==> src/rtl/adcemu_tx.sv <==
// ADC link emulator, transmit side: pattern/training generation, trigger-time
// encoding and per-lane slip injection ahead of the OSERDES stage.

module adcemu_slip (
   input  logic       i_clk,
   input  logic       i_rst,
   input  logic [2:0] i_s,
   input  logic [5:0] i_word,
   output logic [5:0] o_word
);
   logic [5:0]  r_prev;
   logic [5:0]  r_out;
   logic [11:0] w_cat;
   logic [2:0]  w_s;

   assign w_cat  = {r_prev, i_word};
   assign w_s    = (i_s > 3'd5) ? 3'd5 : i_s;
   assign o_word = r_out;

   always_ff @(posedge i_clk) begin
      if (i_rst) begin
         r_prev <= '0;
         r_out  <= '0;
      end else begin
         r_prev <= i_word;
         r_out  <= w_cat[w_s +: 6];
      end
   end
endmodule

module adcemu_tx #(
   parameter int SYNC_LEN = 64,
   parameter int TRIG_LEN = 4
) (
   input  logic        CLK,
   input  logic        RST,
   input  logic [47:0] DIN,
   input  logic        enb,
   input  logic [3:0]  chk_type,
   input  logic [26:0] slip,
   input  logic        sertrig,
   input  logic [2:0]  trtime,
   output logic [47:0] DOUT,
   output logic [5:0]  FROUT,
   output logic [5:0]  TROUT,
   output logic        ready
);
   localparam int          NUM_LANES = 10;
   localparam int          TCW       = $clog2(TRIG_LEN + 2);
   localparam logic [5:0]  SYNC_WORD = 6'b111000;

   typedef enum logic {ST_SYNC, ST_RUN} state_t;

   state_t      r_state, w_state_nxt;
   logic [11:0] r_sync_cnt, w_sync_cnt_nxt;
   logic [11:0] r_ramp;
   logic        r_phase;
   logic [47:0] r_pat, w_pat;
   logic [11:0] w_ch;
   logic [5:0]  r_fr;
   logic        r_ready;
   logic [5:0]  r_tr_word;
   logic [TCW-1:0] r_tr_cnt;
   logic [2:0]  w_t;
   logic [5:0]  w_lead;

   logic [NUM_LANES-1:0][5:0] w_lane_in;
   logic [NUM_LANES-1:0][5:0] w_lane_out;
   logic [NUM_LANES-1:0][2:0] w_lane_s;

   always_ff @(posedge CLK) begin
      if (RST) begin
         r_state    <= ST_SYNC;
         r_sync_cnt <= '0;
      end else begin
         r_state    <= w_state_nxt;
         r_sync_cnt <= w_sync_cnt_nxt;
      end
   end

   always_comb begin
      w_state_nxt    = r_state;
      w_sync_cnt_nxt = r_sync_cnt;
      case (r_state)
         ST_SYNC: begin
            if (r_sync_cnt == 12'(SYNC_LEN - 1)) begin
               w_state_nxt    = ST_RUN;
               w_sync_cnt_nxt = '0;
            end else begin
               w_sync_cnt_nxt = r_sync_cnt + 12'd1;
            end
         end
         default: w_state_nxt = ST_RUN;
      endcase
   end

   // Channel i occupies DIN/DOUT bits 12i+11:12i, so lanes 2i/2i+1 fall out directly.
   always_comb begin
      w_pat = '0;
      w_ch  = '0;
      if (r_state == ST_SYNC) begin
         w_pat = {8{SYNC_WORD}};
      end else begin
         for (int i = 0; i < 4; i++) begin
            case (chk_type)
               4'd0:    w_ch = DIN[12*i +: 12];
               4'd2:    w_ch = 12'hFFF;
               4'd3:    w_ch = r_phase ? 12'h555 : 12'hAAA;
               4'd4:    w_ch = r_ramp + 12'(i * 1024);
               default: w_ch = 12'h000;
            endcase
            if (!enb) w_ch = 12'h000;
            w_pat[12*i +: 12] = w_ch;
         end
      end
   end

   assign w_t    = (trtime > 3'd5) ? 3'd5 : trtime;
   assign w_lead = 6'h3F << w_t;

   always_ff @(posedge CLK) begin
      if (RST) begin
         r_pat     <= '0;
         r_fr      <= '0;
         r_ready   <= 1'b0;
         r_ramp    <= '0;
         r_phase   <= 1'b0;
         r_tr_word <= '0;
         r_tr_cnt  <= '0;
      end else begin
         r_pat   <= w_pat;
         r_fr    <= SYNC_WORD;
         r_ready <= (r_state == ST_RUN);
         // Ramp and phase free-run through enb=0 so data resumes in step.
         if (r_state == ST_RUN) begin
            r_ramp  <= r_ramp + 12'd1;
            r_phase <= ~r_phase;
         end else begin
            r_ramp  <= '0;
            r_phase <= 1'b0;
         end
         if (r_tr_cnt != '0) begin
            r_tr_word <= 6'h3F;
            r_tr_cnt  <= r_tr_cnt - 1'b1;
         end else if (sertrig) begin
            r_tr_word <= w_lead;
            r_tr_cnt  <= TCW'(TRIG_LEN);
         end else begin
            r_tr_word <= 6'h00;
         end
      end
   end

   generate
      for (genvar k = 0; k < 8; k++) begin : g_dmap
         assign w_lane_in[k] = r_pat[6*k +: 6];
         assign w_lane_s[k]  = slip[3*k +: 3];
      end
   endgenerate

   // Frame and trigger share one slip so the trigger stays coherent with frame.
   assign w_lane_in[8] = r_fr;
   assign w_lane_in[9] = r_tr_word;
   assign w_lane_s[8]  = slip[26:24];
   assign w_lane_s[9]  = slip[26:24];

   generate
      for (genvar k = 0; k < NUM_LANES; k++) begin : g_lane
         adcemu_slip u_slip (
            .i_clk  (CLK),
            .i_rst  (RST),
            .i_s    (w_lane_s[k]),
            .i_word (w_lane_in[k]),
            .o_word (w_lane_out[k])
         );
      end
   endgenerate

   assign DOUT  = w_lane_out[7:0];
   assign FROUT = w_lane_out[8];
   assign TROUT = w_lane_out[9];
   assign ready = r_ready;
endmodule

==> config.mk <==
export PLATFORM = sky130hd
export DESIGN_NAME = adcemu_tx
export DESIGN_NICKNAME = d
export VERILOG_FILES = /design/src/rtl/adcemu_tx.sv
export SDC_FILE = /design/constraint.sdc
export NUM_CORES = 1
export LEC_CHECK = 0
export CORE_AREA = 3 3 148 150
export CTS_BUF_LIST = sky130_fd_sc_hd__clkbuf_4 sky130_fd_sc_hd__clkbuf_8 sky130_fd_sc_hd__clkbuf_16
export CTS_CLUSTER_DIAMETER = 150
export DETAILED_ROUTE_END_ITERATION = 6
export DIE_AREA = 0 0 151 153
export HOLD_SLACK_MARGIN = 0.06
export SYNTH_ARGS = -nofsm -noshare
export SYNTH_HDL_FRONTEND = slang
export SYNTH_SLANG_ARGS = --single-unit
==> constraint.sdc <==
create_clock -name CLK -period 1.8 [get_ports CLK]
set_input_delay 0.45 -clock CLK [delete_from_list [all_inputs] [get_ports CLK]]
set_output_delay 0.45 -clock CLK [all_outputs]
set_load 0.01 [all_outputs]
Word-level counts from Yosys, hierarchy flattened:

Index checks and enable logic that the tools add are counted.
Widths: inputs -> output; s select.

* output and inout port bits: 61
* logic and storage cells: 97
* input port bits: 86
* register bits: 210

* reduce and logical (&&, ||, !) cells: 5
* shifts and indexed selects: 11
* multiplexer cells: 28
* $lt $le $gt $ge: 10
* $add $sub $neg: 6
* bitwise logic cells: 3
* equal/unequal tests: 4

Operators with widths (count)
* $pmux 12 s4: 4
* $shiftx 12x4->6: 10
* $mux 12: 6
* $mux 48: 1
* $mux 3: 12
* $gt 3x3->1 const B: 10
* $add 12x1->12 const B: 2
* $add 12x12->12 const B: 2
* $mux 6: 3
* $add 12x11->12 const B: 1
* $eq 12x6->1 const B: 1
* $eq 4x2->1 const B: 2
* $shl 6x3->6 const A: 1
* $eq 4x3->1 const B: 1
* $logic_not 4->1: 1
* $not 1->1: 3
* $reduce_bool 3->1: 1
* $reduce_or 3->1: 1
* $sub 3x1->3 const B: 1
* $mux 1: 2
* $reduce_bool 2->1: 1
* $reduce_or 2->1: 1

Longest topological paths before layout:

* word-level depth: 5
* gate-level depth with buffers: 6
* mapped depth without buffers: 5

Modules after synthesis:

A second synthesis with hierarchy kept.

* cell total of the unflattened synthesis: 855
* area total of the unflattened synthesis: 8772.2 um^2

By module, submodules not included
* adcemu_slip: seq. area each 220.2 um^2, cells each 48, area an instance 543.0 um^2, times used 10
* adcemu_tx: seq. area each 1701.6 um^2, cells each 375, area an instance 3342.0 um^2, times used 1

Worst setup path after synthesis:

Ideal clock, no wire load.

* path type: input-to-reg
* start point: input port slip[13]
* end point: register g_lane[4].u_slip.r_out[2]
* required time: 1.677 ns
* setup time: 0.123 ns
* buffers on the path: 1
* setup slack: 0.086 ns
* stages on the path: 5
* arrival time: 1.591 ns
* cells stage by stage: clkbuf_1 > a21oi_2 > mux2_2 > mux2i_1 > o22ai_1

* longest elaborated chain between the ends: 3

Ends and longest elaborated chain
* from (decl): RTL line 40 `input logic [26:0] slip,`
* $gt 3x3->1: RTL line 17 `assign w_s = (i_s > 3'd5) ? 3'd5 : i_s;`
* $mux 3 *: RTL line 17
* $shiftx 12x4->6 *: RTL line 26 `r_out <= w_cat[w_s +: 6];`
* to (signal assigned): RTL line 26
* to (decl): RTL line 12 `logic [5:0] r_out;`

Mark *: on every way between the ends. The rest lies on a longest branch, timed or not.
A chain may end at the register's enable or synchronous reset.

Final worst setup path:

* start point: input port chk_type[3]
* end point: register r_pat[41]

* longest elaborated chain between the ends: 4
* elaborated cells on any way between the ends: 7
* those cells by class: eq/ne (3); mux (3); reduce/logical (1)

Ends and longest elaborated chain
* from (decl): RTL line 39 `input logic [3:0] chk_type,`
* $eq 4x3->1, or another cell as far along: RTL line 105 `case (chk_type)`
* $pmux 12 s4 *: RTL line 105
* $mux 12 *: RTL line 112 `if (!enb) w_ch = 12'h000;`
* $mux 48 *: RTL line 101 `if (r_state == ST_SYNC) begin`
* to (signal assigned): RTL line 131 `r_pat <= w_pat;`
* to (decl): RTL line 58 `logic [47:0] r_pat, w_pat;`

Marked as above.

==> impl_metrics.toml <==
[outcome]
status = "finished, final reports clean"

[grt]
grt_pass1_wl_mm = 34.2
grt_max_degree = 39
grt_usage = 0.186
grt-ovfl-total = 0
first_global_vias = 6582
antenna_found_initial = 0

[clocking]
clock_latency_ns = 0.43
cts.sinks = 191
cts.root.buffer_cell = "clkbuf_16"
ctsHtreeMaxLevel = 4
clkTransAtPathRegs_ns = 0.07
hold_buffers = 0
max-clock-path-buffers = 2
cts_made_buffers = 17
cts_tree = "done"

[critical_path]
path_max_fanout = 9
startpoint_type = "input port"
r2r_cells = 5
worstReg2RegEnd = "r_sync_cnt[7]"
crit-reg2reg-launch = "r_sync_cnt[8]"
crit_path_start = "chk_type[3]"
r2r_slack_ns = 0.28
cp.required_ns = 2.09
cp-end-kind = "flop"
cp.arrival_ns = 2.04
crit_end = "r_pat[41]"
worst-setup-path-type = "in -> reg"

[final_layout]
final_core_util = 0.534
antenna-diode-count = 0
fillerInstances = 1921
final_area_sq_um = 11100
area_growth_pct = 34.9
final_layout_size_suffix_gt1_frac = 0.168
final_common_cell = "dfxtp_1"
fin_nets = 1104
final_cell_mix = "dfxtp_1, clkdlybuf4s50_1, nand2_1"

[synthesis]
syn_nets = 911
ys_top_cells_by_area = "dfxtp_1, mux4_2, mux2i_1"
async_reset_ff_frac = 0
yosys_warnings = 0
synth_edf_count = 0
synth_area_sq_um = 8230
synth_cell_types = 54
seq_area_frac_synth = 0.464
synthDominantCellAreaShare = 0.464
ys_ff_latch = 191
synth_cells = 822
yosys_most_used_dff = "dfxtp_1"
yosys.area.top_type = "dfxtp_1"
syn_avg_cell_area_sq_um = 10.0

[timing]
hold_viol = 0
fin_crit_sh = 0.974
min_period_ns = 1.75
tightestPinTransition_ns = 0.548
timing.final.max_slew_violations = 0
setup_violations = 0
max_freq_mhz = 571
slew_headroom = 0.634
skew_ns = 0.00799
rsz0062_at_grt = "no"

[floorplanning]
num_rows = 53
die_width_microns = 151
coreArea_sq_um = 20800
dieHeight_microns = 153
start_util = 0.395
die_area_sq_um = 23100
ios = 147

[route]
antenna_left = 0
via_per_inst = 5.06
firstDrtPassIters = 5
drc_errors = 0
via_count = 6583
wl_per_cell_microns = 16.3
first_iter_violations = 316
drt-total-wl_mm = 21.2

[placement]
dp_hpwl_mm = 16.1
port_buffers = 146
routabilityCongestion = 0.844
placed_area_sq_um = 10500

[hold_path]
hold_class = "in -> reg"
hp-start = "RST"

[pwr]
pwr_density_cell_nw_per_um2 = 904
ir_worst_vdd_mv = 0.570
fin_total_pwr_mw = 10.0
power_leakage_nw = 4.23

[flow_run]
drv_cap = 0
through the flow:
| stage | setup WS (ns) | setup TNS (ns) | instances | hold slack [ns] |
|---|---|---|---|---|
| 4_1_cts | 0.0270 | 0 | 1302 | 0.354 |
| 3_3_place_gp | -0.376 | -23.65 | 1271 | 0.451 |
| 2_1_floorplan | 0.0860 | 0 | 822 | 0.427 |
| 5_1_grt | 0.00289 | 0 | 1302 | 0.364 |
| 6_report | 0.0472 | 0 | 1302 | 0.373 |
| 3_5_place_dp | -0.409 | -23.94 | 1271 | 0.463 |
flip-flops by register name, indices dropped and copies added, names as in the netlist:
signal and cells:
r_state 1, r_fr 1, r_phase 1, r_ramp 12, r_sync_cnt 12, r_pat 48, ready 1, g_lane.u_slip.r_prev 46
g_lane.u_slip.o_word 60, r_tr_word 6, r_tr_cnt 3
how the worst min path moves through the flow:
stage / to / slack [ns] / depth (start not counted)
2_1_floorplan: r_phase / 0.43 / 1
5_1_grt: g_lane[3].u_slip.r_prev[2] / 0.36 / 2
3_5_place_dp: r_phase / 0.46 / 1
3_3_place_gp: r_phase / 0.45 / 1
6_report: g_lane[3].u_slip.r_prev[2] / 0.37 / 2
4_1_cts: g_lane[3].u_slip.r_prev[2] / 0.35 / 2
synthesized netlist by cell type (9+ instances only):
library cell,number
dfxtp_1,191
nand2_1,80
a21oi_1,73
nor2_1,73
mux2i_1,54
nor2b_1,53
mux4_2,36
clkbuf_1,35
a211oi_1,26
o21ai_1,20
o21ai_0,15
buf_2,14
inv_1,11
a311oi_1,10
mux2_1,9
xnor2_1,9
worst max-delay path, cell delays in order:
cell             delay, ns
clkdlybuf4s50_1       0.61
or3b_1                0.23
a21oi_2               0.04
buf_4                 0.16
o21ai_1               0.43
nand2_1               0.11
logic make-up after synthesis:
logic type	Yosys count	share of synthesized area
compound gates	180	0.138
xor+xnor	17	0.0181
fa+ha+maj	3	0.00456
buf+inv	65	0.0322
flops	191	0.464
mux	105	0.185
simple gates	261	0.158
area by class of cell:
cell class | instances | area (sq um) | share of cell area
Timing Repair Buffer | 226 | 2110 | 0.190
Sequential cell | 191 | 3820 | 0.344
Clock buffer | 17 | 425 | 0.0383
Multi-Input combinational cell | 566 | 4170 | 0.375
Clock inverter | 14 | 190 | 0.0171
Tap cell | 275 | 344 | 0.0310
Inverter | 13 | 48.8 | 0.00439
power by group:
part           total (mW)  leakage [nW]  internal (mW)  switching, mW
logic                1.45          2.36          0.824          0.626
clock network        3.96         0.299           2.32           1.64
registers            4.63          1.57           4.47          0.158
total                10.0          4.23           7.62           2.42
metal layers:
metal  GRT usage  share of wire
met1       0.259           0.48
met4      0.0553          0.017
met3      0.0353          0.033
met2       0.296           0.47
met5           0              0
repair_timing:
item / CTS / global route
setup endpoints to repair: 0 / 15
gates resized for setup: 0 / 4
setup buffers: 0 / 0
(Power assumes the default switching activity.)
